<file path="src/rtl/dfm_pkg.sv">
// Shared defaults and types for the measure-result write path.
package dfm_pkg;

    localparam int N_CH   = 5;
    localparam int DATA_W = 64;

    typedef logic [$clog2(N_CH)-1:0] ch_idx_t;
    typedef logic [DATA_W-1:0]       meas_data_t;

    // Index increment that wraps n-1 back to 0 (round-robin pointer advance).
    function automatic int wrap_inc(input int idx, input int n);
        return (idx == n - 1) ? 0 : idx + 1;
    endfunction

endpackage

</file>
<file path="src/rtl/rr_arbiter.sv">
// Combinational round-robin picker: first requester at or after ptr, wrapping.
module rr_arbiter #(
    parameter int N_CH  = dfm_pkg::N_CH,
    parameter int IDX_W = $clog2(N_CH)
) (
    input  logic [N_CH-1:0]  req,
    input  logic [IDX_W-1:0] ptr,
    output logic             gnt_vld,
    output logic [IDX_W-1:0] gnt_idx
);

    // Scan from the farthest candidate back to ptr so the nearest one wins last.
    always_comb begin
        int c;
        c       = 0;
        gnt_vld = 1'b0;
        gnt_idx = '0;
        for (int i = N_CH - 1; i >= 0; i--) begin
            c = int'(ptr) + i;
            if (c >= N_CH) begin
                c = c - N_CH;
            end
            if (req[c]) begin
                gnt_vld = 1'b1;
                gnt_idx = IDX_W'(c);
            end
        end
    end

endmodule

</file>
<file path="src/rtl/meas_wr_arbiter.sv">
// Funnels per-channel measure results into the single regfile write port.
// Each channel owns a one-entry holding buffer; a round-robin arbiter drains
// the buffers one write per cycle, and nothing is granted while the SPI read
// lock (reg_rd_en_i) is high. A strobe that lands on a still-unsent result
// replaces it and raises that channel's sticky overflow flag.
module meas_wr_arbiter #(
    parameter int N_CH   = dfm_pkg::N_CH,
    parameter int DATA_W = dfm_pkg::DATA_W
) (
    input  logic                      clk_i,
    input  logic                      rst_i,
    input  logic [N_CH-1:0]           raw_wr_en_i,
    input  logic [N_CH*DATA_W-1:0]    raw_wr_data_i,
    input  logic                      reg_rd_en_i,
    input  logic                      ovf_clr_i,
    output logic                      reg_wr_en_o,
    output logic [DATA_W-1:0]         reg_wr_data_o,
    output logic [$clog2(N_CH)-1:0]   reg_wr_ch_o,
    output logic [N_CH-1:0]           ovf_o
);

    import dfm_pkg::*;

    localparam int IDX_W = $clog2(N_CH);

    logic [N_CH-1:0]   pend;
    logic [N_CH-1:0]   eligible;
    logic [N_CH-1:0]   gnt_onehot;
    logic [N_CH-1:0]   ovf_set;
    logic [DATA_W-1:0] hold_data [N_CH];
    logic [IDX_W-1:0]  ptr;
    logic [IDX_W-1:0]  gnt_idx;
    logic              gnt_vld;

    assign eligible = pend & {N_CH{~reg_rd_en_i}};

    rr_arbiter #(
        .N_CH  (N_CH),
        .IDX_W (IDX_W)
    ) u_rr_arbiter (
        .req     (eligible),
        .ptr     (ptr),
        .gnt_vld (gnt_vld),
        .gnt_idx (gnt_idx)
    );

    // Decode the grant and flag strobes that would overwrite an unsent result.
    // A strobe on the channel being granted this cycle is not an overflow:
    // the old value leaves on the write port as the new one is captured.
    always_comb begin
        gnt_onehot = '0;
        ovf_set    = '0;
        for (int c = 0; c < N_CH; c++) begin
            gnt_onehot[c] = gnt_vld && (gnt_idx == IDX_W'(c));
            ovf_set[c]    = raw_wr_en_i[c] && pend[c] && !gnt_onehot[c];
        end
    end

    // Pending flags: a new strobe always (re)arms; a grant clears otherwise.
    always_ff @(posedge clk_i or posedge rst_i) begin
        if (rst_i) begin
            pend <= '0;
        end else begin
            for (int c = 0; c < N_CH; c++) begin
                if (raw_wr_en_i[c]) begin
                    pend[c] <= 1'b1;
                end else if (gnt_onehot[c]) begin
                    pend[c] <= 1'b0;
                end
            end
        end
    end

    // Holding buffers capture the newest result of each channel.
    always_ff @(posedge clk_i or posedge rst_i) begin
        if (rst_i) begin
            for (int c = 0; c < N_CH; c++) begin
                hold_data[c] <= '0;
            end
        end else begin
            for (int c = 0; c < N_CH; c++) begin
                if (raw_wr_en_i[c]) begin
                    hold_data[c] <= raw_wr_data_i[c*DATA_W +: DATA_W];
                end
            end
        end
    end

    // Registered write port and pointer advance; data/ch hold when idle.
    always_ff @(posedge clk_i or posedge rst_i) begin
        if (rst_i) begin
            reg_wr_en_o   <= 1'b0;
            reg_wr_data_o <= '0;
            reg_wr_ch_o   <= '0;
            ptr           <= '0;
        end else if (gnt_vld) begin
            reg_wr_en_o   <= 1'b1;
            reg_wr_data_o <= hold_data[gnt_idx];
            reg_wr_ch_o   <= gnt_idx;
            ptr           <= IDX_W'(wrap_inc(int'(gnt_idx), N_CH));
        end else begin
            reg_wr_en_o   <= 1'b0;
        end
    end

    // Sticky overflow flags; a same-cycle set beats the global clear.
    always_ff @(posedge clk_i or posedge rst_i) begin
        if (rst_i) begin
            ovf_o <= '0;
        end else begin
            ovf_o <= (ovf_clr_i ? '0 : ovf_o) | ovf_set;
        end
    end

endmodule

</file>
<file path="config.mk">
export PLATFORM = sky130hd
export DESIGN_NAME = meas_wr_arbiter
export DESIGN_NICKNAME = d
export VERILOG_FILES = /design/src/rtl/dfm_pkg.sv /design/src/rtl/rr_arbiter.sv /design/src/rtl/meas_wr_arbiter.sv
export SDC_FILE = /design/constraint.sdc
export NUM_CORES = 1
export LEC_CHECK = 0
export ABC_AREA = 1
export BUFFER_PORTS_ARGS = -buffer_cell sky130_fd_sc_hd__buf_2
export CAP_MARGIN = 20
export CORE_ASPECT_RATIO = 0.8
export CORE_MARGIN = 1
export CORE_UTILIZATION = 50
export DETAILED_ROUTE_END_ITERATION = 8
export PLACE_DENSITY = 0.82
export SETUP_SLACK_MARGIN = 0.05
export SLEW_MARGIN = 30
export SYNTH_ARGS = -nofsm -noshare
export SYNTH_HDL_FRONTEND = slang
export SYNTH_SLANG_ARGS = --single-unit
export TNS_END_PERCENT = 1
</file>
<file path="constraint.sdc">
create_clock -name clk_i -period 14.65 [get_ports clk_i]
set_input_delay 0.7325 -clock clk_i [delete_from_list [all_inputs] [get_ports clk_i]]
set_output_delay 0.7325 -clock clk_i [all_outputs]
set_load 0.005 [all_outputs]
</file>
==> summary.md <==
| Metric | Value |
|---|---|
| Status | finished clean |
| Root Driver | clkbuf_16 |
| Most frequent cells in the layout | nand2_1 (1645), dfrtp_1 (401), buf_2 (401) |
| Yosys warns | 0 |
| Die Y | 175 um |
| Max-cap violation count | 0 |
| # DRC | 0 |
| Core area | 37000 um2 |
| TritonCTS clock tree | done |
| Row Count | 63 |
| Synthesized area | 18800 um2 |
| Critical-path cell list | inv_2 -> ha_1 -> inv_1 -> ha_1 -> nor2_1 -> nor2_1 -> nand2_1 -> nand2_1 -> inv_2 -> nand3_1 -> nand2_1 -> a21oi_1 -> nand2_4 -> nand2_4 -> buf_4 -> nand2_1 -> inv_1 -> ha_1 -> nor2_1 -> nand2_1 -> o21ai_0 |
| Final cell count without fillers | 3365 |
| I/O Buffers | 401 |
| Sequential area share after synthesis | 53.5% |
| GRT overflow | 0 |
| Cell variety after synth | 26 |
| Max incr delay on CP | 800 ps |
| FMAX | 0.177 GHz |
| Cts bufs inserted | 42 |
| CTS H-Tree Depth | 2 |
| Longest Clk Path Bufs | 3 |
| Fin crit period | 5660 ps |
| Fin nets | 3182 |
| Routed wire per std cell | 18.2 um |
| CP Buf/Inv Count | 5 |
| Antenna viol nets, final | 0 |
| Crit Path Max Fanout | 80 |
| Pin count of the biggest net entering global routing | 106 |
| CTS clk-pin slew, worst paths | 60 ps |
| Vias in the first global route | 18200 |
| Top cell type by total area after synthesis | dfrtp_1 |
| RSZ-0062 raised after global routing | no |
| Routed via count | 18500 |
| Post-cts sizing count | 0 |
| # IOs | 402 |
| Via density | 5.50 |
| First-pass GRT wire length | 96000 um |
| Placer Congestion | 0.883 |
| HPWL Detailed | 38200 um |
| Clock skew | 11.8 ps |
| Die width | 219 um |
| Final period util | 38.6% |
| Worst r2r path cells | 21 |
| Slowest-stage cell, CP | buf_4 |
| Post-CTS setup buffer count | 0 |
| Gr usage total | 32.0% |
| Drt pass-1 iters | 8 |
| Skew-Pair Late Insertion Delay | 540 ps |
| Syn-to-layout area delta | 19.3% |
| Crit-path leading delay family | simple AND/OR/NAND/NOR gates |
| Synth Register Bits | 401 |
| Fill count | 3246 |
| Worst Hold Class | input pin to asynchronous set/reset pin |
| Initial antenna violation count | 4 |
| Detailed-route wire length | 61200 um |
| Commonest non-fill, non-tap cell in the layout | nand2_1 |
| Largest cells by area after synthesis | dfrtp_1 (53%), nand2_1 (33%), nand3_1 (4.2%), a22oi_1 (2.6%), buf_2 (1.4%) |
| Final setup viols | 0 |
| Setup tns final | 0 ps |
| CP most frequent cell | nand2_1 |
| WP data required | 15110 ps |
| Crit end category | register |
| Die ar. | 38300 um2 |
| Syn Nets | 2863 |
| First DRT Iteration DRCs | 2021 |
| Syn Inst Count | 2523 |
| CTS Hold Bufs | 0 |
| Reg2reg setup slack | 8990 ps |
| Critical Path Source Type | register |
| Hold Vio Cnt, Final | 0 |
| Starting Density | 50.7% |
| Yosys top cell area share | 53.5% |
| Area of the multi-input gates | 7940 um2 |
| Slew @ Worst Pin | 1000 ps |
| Worst slew margin | 33.0% |
| Fin. max-slew vios | 0 |
| Layout cells sized above 1 | 17.9% |
| Reg2reg start | ptr[0]$_DFFE_PP0P_ |
| Reg-to-Reg End | ptr[2]$_DFFE_PP0P_ |
| Final Cell Area | 22400 um2 |
| Cell Area, Placed | 20900 um2 |
| Worst Path Arrival | 6120 ps |
| Avg Inst Size Synth | 7.44 um2 |
| Sink Count | 401 |
| CP Class | register to register |
| Placed insts | 3284 |
| Sequential cell area | 10000 um2 |
| Final core utilization | 60.4% |
-- routing by layer --
layer	global-route usage (%)	vias to the layer above	part of all wire, %
met3	6.27	150	10
met2	50.8	1143	46
met5	0	-	0
li1	-	8441	-
met4	11.5	0	3.4
met1	43.7	8757	40
-- sequential cells by signal, indices dropped and copies added, names as in the netlist --
| register | cells |
|---|---|
| reg_wr_ch_o | 3 |
| ptr | 3 |
| pend | 5 |
| hold_data | 320 |
| reg_wr_data_o | 64 |
| ovf_o | 5 |
| reg_wr_en_o | 1 |
-- synthesized netlist by cell type, drive strengths merged --
library cell and count:
nand3 161, o21ai 12, inv 39, nor3 2
o22ai 2, ha 10, dfrtp 401, a21boi 1
o31ai 1, buf 81, nand2 1652, o211ai 3
nor2 13, clkinv 1, a22oi 64, fa 1
a21oi 6, clkbuf 68, nand4 5
-- worst max path at each step --
stage | to | from | cells past startpoint | slack (ps)
finish | ptr[2]$_DFFE_PP0P_ | ptr[0]$_DFFE_PP0P_ | 21 | 8990
global route | ptr[2]$_DFFE_PP0P_ | ptr[0]$_DFFE_PP0P_ | 21 | 8560
global placement | ptr[2]$_DFFE_PP0P_ | ptr[0]$_DFFE_PP0P_ | 23 | 9280
CTS | ptr[2]$_DFFE_PP0P_ | ptr[0]$_DFFE_PP0P_ | 23 | 9180
floorplan | hold_data[0]$_DFFE_PP0P_ | rst_i | 1 | 2760
detailed placement | ptr[2]$_DFFE_PP0P_ | ptr[0]$_DFFE_PP0P_ | 23 | 9250
-- area by class of cell --
class                           instances  area share [%]
Sequential cell                       401            44.8
Multi-Input combinational cell       1933            35.4
Timing Repair Buffer                  424            9.86
Clock buffer                           66            5.82
Tap cell                              487            2.72
Inverter                               40           0.704
Clock inverter                          9           0.587
Antenna cell                            5          0.0559
-- cell families after synthesis --
family	synth area share (%)
adder cells (fa/ha/maj)	0.773
AND/OR/NAND/NOR	37.9
AO/OA/AOI/OAI	3.37
flip-flops	53.5
buffers and inverters	4.47
-- metrics by stage --
step	worst slack (ps)	hold slack, ps
floorplan	2760	442
global placement	9280	453
detailed placement	9250	458
CTS	9180	334
global route	8560	367
finish	8990	311
Power is not shown: default switching activity piles up to over one toggle a cycle in this logic, so the estimate is an artifact.
